### config.mk
export PLATFORM = sky130hd
export DESIGN_NAME = eth_rx_deframer
export DESIGN_NICKNAME = d
export VERILOG_FILES = /design/src/rtl/eth_defs.sv /design/src/rtl/crc32.sv /design/src/rtl/eth_fcs_delay.sv /design/src/rtl/eth_rx_deframer.sv
export SDC_FILE = /design/constraint.sdc
export NUM_CORES = 1
export LEC_CHECK = 0
export BUFFER_PORTS_ARGS = -buffer_cell sky130_fd_sc_hd__buf_4
export CAP_MARGIN = 20
export CORE_MARGIN = 2
export CORE_UTILIZATION = 40
export CTS_CLUSTER_DIAMETER = 120
export DETAILED_ROUTE_END_ITERATION = 8
export HOLD_SLACK_MARGIN = 0.06
export PLACE_DENSITY_LB_ADDON = 0.05
export SLEW_MARGIN = 15
export SYNTH_ARGS = -nofsm -noshare
export SYNTH_HDL_FRONTEND = slang
export SYNTH_SLANG_ARGS = --single-unit
### constraint.sdc
create_clock -name eth_clkin -period 2.36 [get_ports eth_clkin]
set_input_delay 0.354 -clock eth_clkin [delete_from_list [all_inputs] [get_ports eth_clkin]]
set_output_delay 0.354 -clock eth_clkin [all_outputs]
set_load 0.02 [all_outputs]
### src/rtl/eth_defs.sv
// Shared definitions for the Ethernet RX deframer: preamble/SFD pattern,
// frame size limits, FSM state encoding and byte-swap helper.
package eth_defs;

  localparam logic [63:0] ETH_PRE_SFD   = 64'hD555555555555555;
  localparam int unsigned ETH_MIN_FRAME = 64;
  localparam int unsigned ETH_MAX_FRAME = 1522;

  typedef enum logic [2:0] {
    WAIT_IDLE,
    IDLE,
    PREAMBLE,
    DATA,
    DROP,
    STATUS
  } eth_rx_state_e;

  function automatic logic [31:0] bswap32(input logic [31:0] v);
    return {v[7:0], v[15:8], v[23:16], v[31:24]};
  endfunction

endpackage

### src/rtl/crc32.sv
// Byte-wide Ethernet CRC-32 (reflected, poly 0xEDB88320); registered state,
// output presented complemented with the first FCS byte in the MSBs.
module crc32 (
  input  logic        clk,
  input  logic        rst_n,
  input  logic        rst,
  input  logic        vld,
  input  logic [7:0]  d,
  output logic [31:0] crc
);

  logic [31:0] st;
  logic [31:0] st_nxt;

  always_comb begin
    st_nxt = st ^ {24'd0, d};
    for (int unsigned i = 0; i < 8; i++) begin
      st_nxt = st_nxt[0] ? ((st_nxt >> 1) ^ 32'hEDB88320) : (st_nxt >> 1);
    end
  end

  always_ff @(posedge clk or negedge rst_n) begin
    if (!rst_n)   st <= '1;
    else if (rst) st <= '1;
    else if (vld) st <= st_nxt;
  end

  assign crc = ~{st[7:0], st[15:8], st[23:16], st[31:24]};

endmodule

### src/rtl/eth_fcs_delay.sv
// 4-byte delay line holding back the trailing FCS; the tap reads the four
// held bytes with the oldest byte in the LSBs.
module eth_fcs_delay (
  input  logic        clk,
  input  logic        rst_n,
  input  logic        clr,
  input  logic        push,
  input  logic [7:0]  din,
  output logic [7:0]  dout,
  output logic        full,
  output logic [31:0] tap
);

  logic [3:0][7:0] st;
  logic [3:0]      v;

  always_ff @(posedge clk or negedge rst_n) begin
    if (!rst_n) begin
      st <= '0;
      v  <= '0;
    end else if (clr) begin
      st <= '0;
      v  <= '0;
    end else if (push) begin
      st <= {st[2:0], din};
      v  <= {v[2:0], 1'b1};
    end
  end

  assign dout = st[3];
  assign full = v[3];
  assign tap  = {st[0], st[1], st[2], st[3]};

endmodule

### src/rtl/eth_rx_deframer.sv
// Ethernet RX deframer: preamble/SFD detect, byte assembly, FCS strip/check,
// per-frame status. Define ETH_RX_SHORT_PREAMBLE_EN to accept short preambles.
module eth_rx_deframer
  import eth_defs::*;
#(
  parameter int unsigned DW      = 2,
  parameter int unsigned MIN_LEN = ETH_MIN_FRAME,
  parameter int unsigned MAX_LEN = ETH_MAX_FRAME
) (
  input  logic          eth_clkin,
  input  logic          eth_rstn,
  input  logic          rx_dv,
  input  logic [DW-1:0] rx_d,
  output logic [7:0]    m_data,
  output logic          m_vld,
  output logic          m_sof,
  output logic          stat_vld,
  output logic          stat_ok,
  output logic          stat_crc_err,
  output logic          stat_short,
  output logic          stat_long,
  output logic          stat_align,
  output logic [10:0]   stat_len
);

  if (!(DW == 1 || DW == 2 || DW == 4 || DW == 8)) begin : g_bad_dw
    $error("eth_rx_deframer: DW must be 1, 2, 4 or 8");
  end
  if (MAX_LEN > 2047) begin : g_bad_max
    $error("eth_rx_deframer: MAX_LEN must be <= 2047");
  end

  localparam int unsigned SPB = 8 / DW;

  eth_rx_state_e state, state_nxt;
  logic [63:0] pre_sr;
  logic [7:0]  byte_sr, byte_nxt;
  logic [2:0]  cnt;
  logic [10:0] len;
  logic        align_r, sof_pend;
  logic        sfd_hit, in_data, adv, byte_done, len_full, push, over, emit, fall;
  logic        crc_rst, crc_bad, is_short, is_long;
  logic [7:0]  dly_dout;
  logic        dly_full;
  logic [31:0] dly_tap, crc_val;

`ifdef ETH_RX_SHORT_PREAMBLE_EN
  assign sfd_hit = (pre_sr[63:48] == ETH_PRE_SFD[63:48]);
`else
  assign sfd_hit = (pre_sr == ETH_PRE_SFD);
`endif

  // The match is seen a cycle after the SFD's last symbol, so that cycle
  // already carries the first data symbol and is treated as data.
  assign in_data   = rx_dv && (state == DATA || (state == PREAMBLE && sfd_hit));
  assign adv       = in_data || (rx_dv && state == DROP);
  assign byte_nxt  = 8'({rx_d, byte_sr} >> DW);
  assign byte_done = in_data && (cnt == 3'(SPB - 1));
  assign len_full  = (len == 11'(MAX_LEN));
  assign push      = byte_done && !len_full;
  assign over      = byte_done && len_full;
  assign emit      = push && dly_full;
  assign fall      = !rx_dv && (state == DATA || state == DROP);
  assign crc_rst   = rx_dv && (state == PREAMBLE) && sfd_hit;

  assign is_short = (len < 11'(MIN_LEN));
  assign is_long  = (len > 11'(MAX_LEN));
  assign crc_bad  = (len < 11'd4) || (dly_tap != bswap32(crc_val));

  always_comb begin
    state_nxt = state;
    case (state)
      WAIT_IDLE: if (!rx_dv) state_nxt = IDLE;
      IDLE:      if (rx_dv) state_nxt = PREAMBLE;
      PREAMBLE:  if (!rx_dv) state_nxt = IDLE;
                 else if (sfd_hit) state_nxt = DATA;
      DATA:      if (!rx_dv) state_nxt = STATUS;
                 else if (over) state_nxt = DROP;
      DROP:      if (!rx_dv) state_nxt = STATUS;
      STATUS:    state_nxt = IDLE;
      default:   state_nxt = WAIT_IDLE;
    endcase
  end

  always_ff @(posedge eth_clkin or negedge eth_rstn) begin
    if (!eth_rstn) begin
      state        <= WAIT_IDLE;
      pre_sr       <= '0;
      byte_sr      <= '0;
      cnt          <= '0;
      len          <= '0;
      align_r      <= 1'b0;
      sof_pend     <= 1'b0;
      m_data       <= '0;
      m_vld        <= 1'b0;
      m_sof        <= 1'b0;
      stat_vld     <= 1'b0;
      stat_ok      <= 1'b0;
      stat_crc_err <= 1'b0;
      stat_short   <= 1'b0;
      stat_long    <= 1'b0;
      stat_align   <= 1'b0;
      stat_len     <= '0;
    end else begin
      state <= state_nxt;

      if (rx_dv && (state == IDLE || (state == PREAMBLE && !sfd_hit)))
        pre_sr <= {rx_d, pre_sr[63:DW]};
      else
        pre_sr <= '0;

      if (state == IDLE) begin
        cnt      <= '0;
        len      <= '0;
        byte_sr  <= '0;
        sof_pend <= 1'b1;
      end else begin
        if (adv) begin
          cnt     <= (cnt == 3'(SPB - 1)) ? 3'd0 : cnt + 3'd1;
          byte_sr <= byte_nxt;
        end
        if (push)      len <= len + 11'd1;
        else if (over) len <= 11'(MAX_LEN + 1);
      end

      if (fall) align_r <= (cnt != 3'd0);

      m_vld <= emit;
      m_sof <= emit && sof_pend;
      if (emit) begin
        m_data   <= dly_dout;
        sof_pend <= 1'b0;
      end

      stat_vld <= (state == STATUS);
      if (state == STATUS) begin
        stat_len     <= len;
        stat_short   <= is_short;
        stat_long    <= is_long;
        stat_crc_err <= crc_bad;
        stat_align   <= align_r;
        stat_ok      <= !(is_short || is_long || crc_bad || align_r);
      end
    end
  end

  eth_fcs_delay u_fcs_delay (
    .clk   (eth_clkin),
    .rst_n (eth_rstn),
    .clr   (state == IDLE),
    .push  (push),
    .din   (byte_nxt),
    .dout  (dly_dout),
    .full  (dly_full),
    .tap   (dly_tap)
  );

  crc32 u_crc32 (
    .clk   (eth_clkin),
    .rst_n (eth_rstn),
    .rst   (crc_rst),
    .vld   (emit),
    .d     (dly_dout),
    .crc   (crc_val)
  );

endmodule
==> flow_metrics.env, run 1 <==
export IMPL_min_period_over_period=1.01
export IMPL_cts_root_buf="clkbuf_16"
export IMPL_status="finished, violations left"
export IMPL_grt_pass1_wl_um=31600
export IMPL_slew_headroom=0.554
export IMPL_synth_common_cells="dfrtp_1 (152), nand2_1 (128), xnor2_1 (66)"
export IMPL_cts_max_level=4
export IMPL_finalMaxSlewViolations=0
export IMPL_critPathLaunchType="flop"
export IMPL_dr_pass1_iters=4
export IMPL_layout_min_cycle_time_ns=2.37
export IMPL_post_place_ws_ns=-0.199
export IMPL_worst_setup_path_end_kind="flop"
export IMPL_detailed_place_hpwl_um=12900
export IMPL_via_count=5613
export IMPL_viasPerCell=5.03
export IMPL_crit_type="flop to flop"
export IMPL_routedWlPerCell_um=17.1
export IMPL_rsz0062_at_grt="true"
export IMPL_num_nets_final=843
export IMPL_fin_worst_skew_ns=0.0117
export IMPL_synth_area_leaders="dfrtp_1 (45%), dfstp_2 (10%), xnor2_1 (6.9%)"
export IMPL_antenna_found_initial=0
export IMPL_overflow=0
export IMPL_cp_startpoint="pre_sr[11]"
export IMPL_grt_max_degree=65
export IMPL_cp_data_arrival_time_ns=2.68
export IMPL_totalWireLength_um=19000
export IMPL_hold_viol_final=0
export IMPL_hold_path_class="input pin to flop"
export IMPL_worst_pin_slew_ns=0.663
export IMPL_seq_area_frac_synth=0.555
export IMPL_syn_nets=761
export IMPL_async_reset_ff_frac=1.00
export IMPL_drive_gt1_frac=0.280
export IMPL_clkSinkCount=184
export IMPL_postSynthCellCount=750
export IMPL_grt_total_usage=0.183
export IMPL_setup_violations=3
export IMPL_crit_fanout=5
export IMPL_port_buffers=31
export IMPL_yosysUniqueCellTypes=57
export IMPL_clockBufferDepth=2
export IMPL_fin_area_um2=10300
export IMPL_power_density_nw_per_um2=662
export IMPL_grt_pass1_vias=5837
export IMPL_rows=52
export IMPL_clock_latency_ns=0.43
export IMPL_postPlaceCellArea_um2=9360
export IMPL_postLayoutCoreUtil=0.505
export IMPL_worst_slack_ns=-0.0148
export IMPL_min_from="rx_d[0]"
export IMPL_p_leak_nw=4.65
export IMPL_drv_cap=0
export IMPL_peakVddDrop_v=0.000443
export IMPL_drtAntennaViolNets=0
export IMPL_die_y_um=149
export IMPL_antenna_cells=0
export IMPL_io_pins=32
export IMPL_critPathRequiredTime_ns=2.67
export IMPL_die_w_um=149
export IMPL_synthFlopType="dfrtp_1"
export IMPL_synth_edf_count=0
export IMPL_ys_ff_latch=184
export IMPL_synth_top_cell_area_share=0.454
export IMPL_initial_core_util=0.411
export IMPL_syn_avg_cell_area_um2=11.2
export IMPL_ys_warnings_count=0
export IMPL_netlist_area_um2=8370
export IMPL_timing_rr_start="pre_sr[11]"
export IMPL_path_clk_slew_ns=0.08
export IMPL_whs_ns=0.175
export IMPL_die_area_um2=22100
export IMPL_fp_coreArea_um2=20400
export IMPL_fmax_mhz=421
export IMPL_gp_congestion=0.821
export IMPL_area_growth_pct=22.9
export IMPL_numCtsBuffers=17
export IMPL_drc=0
export IMPL_synth_top_area_cell="dfrtp_1"
export IMPL_drt_initial_drc_count=272
export IMPL_synth_most_common_cell="dfrtp_1"
export IMPL_violations="setup timing"
export IMPL_cts_tree="yes"
## per-layer routing
metal | track usage | vias up | share of wire
met5 | 0 | - | 0
li1 | - | 2696 | -
met4 | 0.0490 | 0 | 0.012
met1 | 0.271 | 2837 | 0.51
met3 | 0.0304 | 17 | 0.025
met2 | 0.279 | 63 | 0.45
## power breakdown
part	switching [mW]	internal (mW)
Clock	1.42	1.58
Sequential	0.0667	3.22
Combinational	0.360	0.167
## worst paths after layout
check / endpoint / slack, ns / cells after the start
setup / recovery: cnt[0] / -0.01 / 7
hold / removal: u_fcs_delay.tap[30] / 0.17 / 3
setup reg to reg: cnt[0] / -0.01 / 7
hold reg to reg: pre_sr[58] / 0.48 / 1
max in group asynchronous: u_crc32.st[0] / 1.21 / 3
min in group asynchronous: stat_len[10] / 0.43 / 2
## area by class of cell
cell class                      count  area [um^2]
Fill cell                        1826        10100
Sequential cell                   184         4640
Multi-Input combinational cell    516         3690
Timing Repair Buffer              101          923
Clock buffer                       18          439
Tap cell                          270          338
Clock inverter                     14          203
Inverter                           12         45.0
## logic make-up after synthesis
| kind of cell | count (synthesis) | synth area share |
|---|---|---|
| AND/OR/NAND/NOR | 288 | 0.182 |
| multiplexers | 25 | 0.0326 |
| flip-flops | 184 | 0.555 |
| AO/OA/AOI/OAI | 100 | 0.0827 |
| adder cells (fa/ha/maj) | 6 | 0.00897 |
| XOR/XNOR | 97 | 0.112 |
| buffers and inverters | 50 | 0.0271 |
## registers in the layout (all words and copies together), names as in the netlist
register          count
pre_sr               64
u_crc32.st           32
u_fcs_delay.tap      24
len                  11
stat_len             11
m_data                8
u_fcs_delay.dout      8
byte_sr               6
u_fcs_delay.v         4
cnt                   3
state                 3
align_r               1
m_sof                 1
m_vld                 1
sof_pend              1
stat_align            1
stat_crc_err          1
stat_long             1
stat_ok               1
stat_short            1
stat_vld              1
## cells in the final DEF (no fill, tap or decap), types with 3 or more instances in the layout
cell,instances
a21o_1,3
a21oi_1,3
a21oi_2,8
and2_1,65
and4bb_2,5
buf_12,8
buf_4,86
clkbuf_16,19
clkinv_8,6
dfrtp_1,152
dfstp_2,32
ha_1,5
inv_1,12
inv_8,3
mux2_1,8
mux2_2,10
mux2i_1,7
nand2_1,127
nand3_1,15
nand3_2,6
nand3_4,3
nand4_1,5
nor2_1,16
nor3_1,5
nor4_1,5
nor4_2,3
nor4bb_1,4
nor4bb_2,3
o211ai_1,19
o211ai_2,11
o21ai_0,39
o21ai_1,7
xnor2_1,66
xnor2_2,4
xor2_1,22
xor2_2,3
## worst max-delay path, cell delays in order (launching register included)
cell and delay, ns:
dfrtp_1 0.39, nor4bb_2 0.32, nand4_1 0.17, or4_4 0.57, or3_4 0.47, clkbuf_16 0.20, nand3_2 0.08, a21oi_2 0.05
## per-stage QoR
stage,total power [mW],cells,setup TNS (ns)
after global routing,7.11,1115,-6.77
final,6.81,1115,-0.0244
after CTS,6.87,1112,-1.72
after detailed placement,3.85,1077,-0.596
after global placement,3.83,1077,-0.0873
after floorplan,3.58,750,0
## what timing repair did
item	in CTS	in global routing
hold buffers	1	0
endpoints found under the setup margin	69	93
endpoints found under the hold margin	36	0
pin swaps	7	6
buffers inserted	1	1
gates resized for setup	11	29
cloned	1	3
No activity file was read; power rests on OpenSTA's default activity.
==> run 2: changes to the inputs <==
--- a/config.mk
+++ b/config.mk
@@ -13,6 +13,7 @@
 export DETAILED_ROUTE_END_ITERATION = 8
 export HOLD_SLACK_MARGIN = 0.06
 export PLACE_DENSITY_LB_ADDON = 0.05
+export SKIP_LAST_GASP = 1
 export SLEW_MARGIN = 15
 export SYNTH_ARGS = -nofsm -noshare
 export SYNTH_HDL_FRONTEND = slang
==> run 2 against run 1 <==
The run still ends with setup timing left; combinational power about the same; worst setup slack lost 0.029 ns; first-iteration DRC count down 3.7%; worst hold slack improved by 0.0045 ns; design area fell by 0.11%; clock power hardly changed; sequential power about the same; count of clock-buffer cells in the layout is the same; largest power group unchanged.
==> flow_metrics.env, run 2 (synthesis gave the netlist of run 1 again) <==
export IMPL_layout_commonest_cell="dfrtp_1"
export IMPL_hold_depth=3
export IMPL_die_w_um=149
export IMPL_reg2reg_slack_ns=-0.04
export IMPL_io_pins=32
export IMPL_cpPeakStageDelay_ns=0.55
export IMPL_antenna_found_initial=0
export IMPL_worst_pin_slew_ns=0.663
export IMPL_layout_min_cycle_time_ns=2.40
export IMPL_gp_congestion=0.821
export IMPL_numCtsBuffers=17
export IMPL_drive_gt1_frac=0.277
export IMPL_reg2reg_depth=6
export IMPL_violations="setup timing"
export IMPL_initial_core_util=0.411
export IMPL_largest_reg_flops=64
export IMPL_via_count=5576
export IMPL_drtAntennaViolNets=0
export IMPL_die_y_um=149
export IMPL_cts_root_buf="clkbuf_16"
export IMPL_hold_viol_final=0
export IMPL_grt_max_degree=65
export IMPL_min_period_over_period=1.02
export IMPL_grt_total_usage=0.183
export IMPL_clock_latency_ns=0.43
export IMPL_critPathLaunchType="flop"
export IMPL_worst_setup_path_end_kind="flop"
export IMPL_fp_coreArea_um2=20400
export IMPL_hold_path_class="input pin to flop"
export IMPL_drv_cap=0
export IMPL_cp_data_arrival_time_ns=2.75
export IMPL_viasPerCell=5.00
export IMPL_fmax_mhz=416
export IMPL_p_leak_nw=4.64
export IMPL_critPathRequiredTime_ns=2.71
export IMPL_overflow=0
export IMPL_crit_fanout=20
export IMPL_status="finished, violations left"
export IMPL_min_from="rx_d[0]"
export IMPL_totalWireLength_um=19000
export IMPL_antenna_cells=0
export IMPL_drc=0
export IMPL_clockBufferDepth=2
export IMPL_clkSinkCount=184
export IMPL_rr_endpoint="u_crc32.st[9]"
export IMPL_setup_tns_final_ns=-0.281
export IMPL_port_buffers=31
export IMPL_dr_pass1_iters=4
export IMPL_fin_worst_skew_ns=0.0119
export IMPL_setup_violations=17
export IMPL_die_area_um2=22100
export IMPL_grt_pass1_vias=5835
export IMPL_timing_rr_start="pre_sr[11]"
export IMPL_crit_type="flop to flop"
export IMPL_final_cell_mix="dfrtp_1 (152), nand2_1 (128), buf_4 (86), xnor2_1 (66), and2_1 (65)"
export IMPL_rows=52
export IMPL_finalMaxSlewViolations=0
export IMPL_worstPathCellList="nor4bb_2, nand4_1, or4_4, or3_4, bufbuf_16, o211ai_1"
export IMPL_detailed_place_hpwl_um=12900
export IMPL_cts_max_level=4
export IMPL_routedWlPerCell_um=17.1
export IMPL_grt_pass1_wl_um=31500
export IMPL_slew_headroom=0.554
export IMPL_path_clk_slew_ns=0.08
export IMPL_power_density_nw_per_um2=662
export IMPL_peakVddDrop_v=0.000442
export IMPL_rsz0062_at_grt="true"
export IMPL_postLayoutCoreUtil=0.504
export IMPL_cts_tree="yes"
export IMPL_regMostFlops="pre_sr"
export IMPL_hold_path_end="u_fcs_delay.tap[30]"
export IMPL_cp_startpoint="pre_sr[11]"
export IMPL_worst_slack_ns=-0.0433
export IMPL_drt_initial_drc_count=262
export IMPL_area_growth_pct=22.7
export IMPL_critPathSlowestCell="or4_4"
export IMPL_num_nets_final=843
## run 2: cell count changes in the layout (fill, tap and decap cells not counted), sizes merged
cell and change:
bufbuf +1, buf -1
## run 2: power breakdown
group	internal [mW]	switching, mW
sequential	3.22	0.0665
combinational	0.169	0.359
clock	1.58	1.41
total	4.97	1.84
## run 2: routing by layer
metal | GRT usage | part of all wire
met2 | 0.278 | 0.45
met4 | 0.0490 | 0.0092
met3 | 0.0304 | 0.024
met5 | 0 | 0
met1 | 0.271 | 0.51
## run 2: how the worst max path moves through the flow
stage,end
after floorplan,stat_ok
after global placement,stat_ok
after detailed placement,stat_ok
after CTS,m_data[5]
after global routing,u_crc32.st[23]
final,u_crc32.st[9]
## run 2: layout make-up
class                      instances  area (um^2)
multi-input combinational        516         3670
fill                            1829        10100
inverter                          12         45.0
sequential                       184         4640
timing repair buffer             101          935
clock inverter                    14          203
clock buffer                      18          439
tap                              270          338
## run 2: per-stage QoR
step | cells | power (mW) | worst slack, ns | area (um^2) | hold WS [ns]
after floorplan | 750 | 3.58 | 0.203 | 8370 | 0.0584
after global placement | 1077 | 3.83 | -0.0626 | 9360 | 0.337
after detailed placement | 1077 | 3.85 | -0.199 | 9360 | 0.341
after CTS | 1112 | 6.87 | -0.0656 | 10100 | 0.166
after global routing | 1115 | 7.11 | -0.161 | 10300 | 0.161
final | 1115 | 6.81 | -0.0433 | 10300 | 0.179
## run 2: repair_timing
action                                  CTS  global route
endpoints found under the setup margin   69            93
buffers inserted                          1             1
pin swaps                                 3             6
gates cloned                              1             3
endpoints found under the hold margin    36             0
hold buffers                              1             0
resized for setup                         6            31
## run 2: critical path: cells and delay by family (launching register included)
kind / cells / cell delay [ns]
AND/OR/NAND/NOR: 4 / 1.49
AO/OA/AOI/OAI: 1 / 0.09
flip-flops: 1 / 0.39
buffers and inverters: 1 / 0.33
==> run 3: changes to the inputs <==
--- a/config.mk
+++ b/config.mk
@@ -17,4 +17,5 @@
 export SLEW_MARGIN = 15
 export SYNTH_ARGS = -nofsm -noshare
 export SYNTH_HDL_FRONTEND = slang
+export SYNTH_HIERARCHICAL = 1
 export SYNTH_SLANG_ARGS = --single-unit
==> run 3 against run 2 <==
The flow still finishes with violations (setup timing); maximum frequency is 0.78% lower; final cell count is 2.6% higher; first-iteration DRC count is 17% higher; global-route usage is 0.23 points lower; worst hold slack worse by 0.014 ns; via count is 2.2% higher; largest cell class unchanged; largest power group unchanged.
==> flow_metrics.env, run 3 <==
export IMPL_status="finished, violations left"
export IMPL_violations="setup timing"
export IMPL_synth_common_cells="dfrtp_1 (152), nand2_1 (80), nor2_1 (74)"
export IMPL_postLayoutCoreUtil=0.503
export IMPL_worst_pin_slew_ns=0.653
export IMPL_fin_area_um2=10600
export IMPL_synth_top_area_cell="dfrtp_1"
export IMPL_combPwrFrac=0.081
export IMPL_critPathRequiredTime_ns=2.71
export IMPL_port_buffers=31
export IMPL_seqPwrFrac=0.491
export IMPL_drt_initial_drc_count=306
export IMPL_totalWireLength_um=20200
export IMPL_finalMaxSlewViolations=0
export IMPL_grt_pass1_wl_um=31400
export IMPL_min_period_over_period=1.03
export IMPL_grt_max_degree=65
export IMPL_p_leak_nw=5.12
export IMPL_clockBufferDepth=2
export IMPL_fmax_mhz=413
export IMPL_die_area_um2=22900
export IMPL_p_clk_frac=0.428
export IMPL_worst_slack_ns=-0.0621
export IMPL_reg2reg_depth=9
export IMPL_timing_rr_start="pre_sr[27]"
export IMPL_fin_cells=1144
export IMPL_drtAntennaViolNets=0
export IMPL_cts_root_buf="clkbuf_16"
export IMPL_setup_violations=31
export IMPL_cp_data_arrival_time_ns=2.77
export IMPL_swShare=0.273
export IMPL_via_count=5701
export IMPL_die_y_um=151
export IMPL_antenna_cells=0
export IMPL_synth_top_cell_area_share=0.438
export IMPL_yosysUniqueCellTypes=64
export IMPL_overflow=0
export IMPL_hold_viol_final=0
export IMPL_power_density_nw_per_um2=626
export IMPL_reg2reg_slack_ns=-0.06
export IMPL_postSynthCellCount=783
export IMPL_top_layer_used="met4"
export IMPL_syn_avg_cell_area_um2=11.1
export IMPL_min_from="rx_d[1]"
export IMPL_drive_gt1_frac=0.266
export IMPL_synth_edf_count=0
export IMPL_clkSinkCount=184
export IMPL_ys_warnings_count=6
export IMPL_layout_min_cycle_time_ns=2.42
export IMPL_io_pins=32
export IMPL_final_cell_mix="dfrtp_1 (152), nor2_1 (68), and2_1 (66), nand2_1 (66), buf_4 (66)"
export IMPL_synthFlopType="dfrtp_1"
export IMPL_largest_reg_flops=64
export IMPL_postPlaceCellArea_um2=9440
export IMPL_grt_pass1_vias=5654
export IMPL_multi_input_area_um2=3760
export IMPL_routedWlPerCell_um=17.6
export IMPL_peakVddDrop_v=0.000433
export IMPL_whs_ns=0.165
export IMPL_antenna_found_initial=0
export IMPL_ys_ff_latch=184
export IMPL_met3WireLength_um=564
export IMPL_numCtsBuffers=17
export IMPL_area_growth_pct=22.4
export IMPL_dp_cells=1087
export IMPL_syn_nets=791
export IMPL_layout_commonest_cell="dfrtp_1"
export IMPL_crit_type="flop to flop"
export IMPL_rsz0062_at_grt="true"
export IMPL_clock_latency_ns=0.44
export IMPL_die_w_um=151
export IMPL_crit_fanout=7
export IMPL_detailed_place_hpwl_um=13200
export IMPL_ff_latch_area_um2=4640
export IMPL_dr_pass1_iters=5
export IMPL_drc=0
export IMPL_hold_path_end="byte_sr[7]"
export IMPL_grt_total_usage=0.180
export IMPL_slew_headroom=0.562
export IMPL_viasPerCell=4.98
export IMPL_hold_path_class="input pin to flop"
export IMPL_critPathLaunchType="flop"
export IMPL_wl_met1_um=10200
export IMPL_power_mw=6.65
export IMPL_path_clk_slew_ns=0.08
export IMPL_fp_coreArea_um2=21200
export IMPL_rows=53
export IMPL_regMostFlops="pre_sr"
export IMPL_gp_congestion=0.846
export IMPL_p_switching_mw=1.82
export IMPL_cts_tree="yes"
export IMPL_hold_depth=3
export IMPL_netlist_area_um2=8690
export IMPL_fillCellCount=1904
export IMPL_rr_endpoint="u_crc32/st[4]"
export IMPL_seq_area_frac_synth=0.535
export IMPL_p_int_mw=4.84
export IMPL_worst_setup_path_end_kind="flop"
export IMPL_fin_worst_skew_ns=0.0144
export IMPL_cts_max_level=4
export IMPL_initial_core_util=0.411
export IMPL_synth_most_common_cell="dfrtp_1"
export IMPL_num_nets_final=864
export IMPL_drv_cap=0
export IMPL_async_reset_ff_frac=1.00
export IMPL_dr_wl_met2_um=9210
export IMPL_synth_area_leaders="dfrtp_1 (44%), dfstp_2 (9.7%), xnor2_1 (6.3%)"
run 3: kinds of logic after synthesis:
logic type	after synthesis	synth area share
AND/OR/NAND/NOR	289	0.176
buffers and inverters	86	0.0537
multiplexers	43	0.0537
XOR/XNOR	103	0.118
AO/OA/AOI/OAI	75	0.0602
adder cells (fa/ha/maj)	3	0.00432
flip-flops	184	0.535
run 3: metal layers:
layer	up-vias	GRT usage
li1	2730	-
met3	19	0.0289
met4	0	0.0519
met2	82	0.269
met1	2870	0.270
met5	-	0
run 3: critical path: stages, from the launching register on:
cell      delay [ns]
dfrtp_1         0.39
nor4bb_2        0.30
nand4_1         0.21
nor4_4          0.34
o21ai_2         0.11
or3b_4          0.44
clkinv_8        0.11
buf_12          0.14
nor2_1          0.05
a211o_1         0.24
run 3: how the worst max path moves through the flow:
| stage | slack (ns) | endpoint | cells past startpoint | startpoint |
|---|---|---|---|---|
| floorplan | -0.22 | u_crc32/st[27] | 11 | pre_sr[23] |
| global placement | -0.20 | u_crc32/st[4] | 9 | pre_sr[23] |
| detailed placement | -0.24 | u_crc32/st[4] | 9 | pre_sr[27] |
| CTS | -0.1 | len[2] | 7 | pre_sr[7] |
| global route | -0.18 | u_crc32/st[13] | 10 | pre_sr[23] |
| finish | -0.06 | u_crc32/st[4] | 9 | pre_sr[27] |
run 3: what timing repair did:
action	4_1_cts	5_1_grt
hold endpoints to repair	18	0
hold buffers	1	0
gates resized for setup	20	36
cloned	4	10
pin swaps	5	8
setup buffers	2	9
endpoints found under the setup margin	143	143
run 3: through the flow:
| stage | TNS [ns] | worst slack, ns |
|---|---|---|
| final | -0.784 | -0.0621 |
| after global routing | -9.09 | -0.180 |
| after CTS | -2.60 | -0.0982 |
| after detailed placement | -10.70 | -0.236 |
| after global placement | -8.12 | -0.198 |
| after floorplan | -5.22 | -0.223 |
run 3: cell type report:
cell class | instances | area share
clock inverters | 15 | 0.0165
clock buffers | 17 | 0.0400
multi-input cells | 513 | 0.353
flip-flops and latches | 184 | 0.437
inverters | 41 | 0.0156
repair buffers | 99 | 0.105
well taps | 275 | 0.0324
run 3: power groups by stage:
stage               Sequential [mW]  Clock (mW)  Combinational (mW)
finish                         3.27        2.85               0.537
global route                   3.28        3.07               0.600
CTS                            3.27        2.94               0.479
detailed placement             3.33           0               0.477
global placement               3.33           0               0.467
floorplan                      3.35           0               0.217
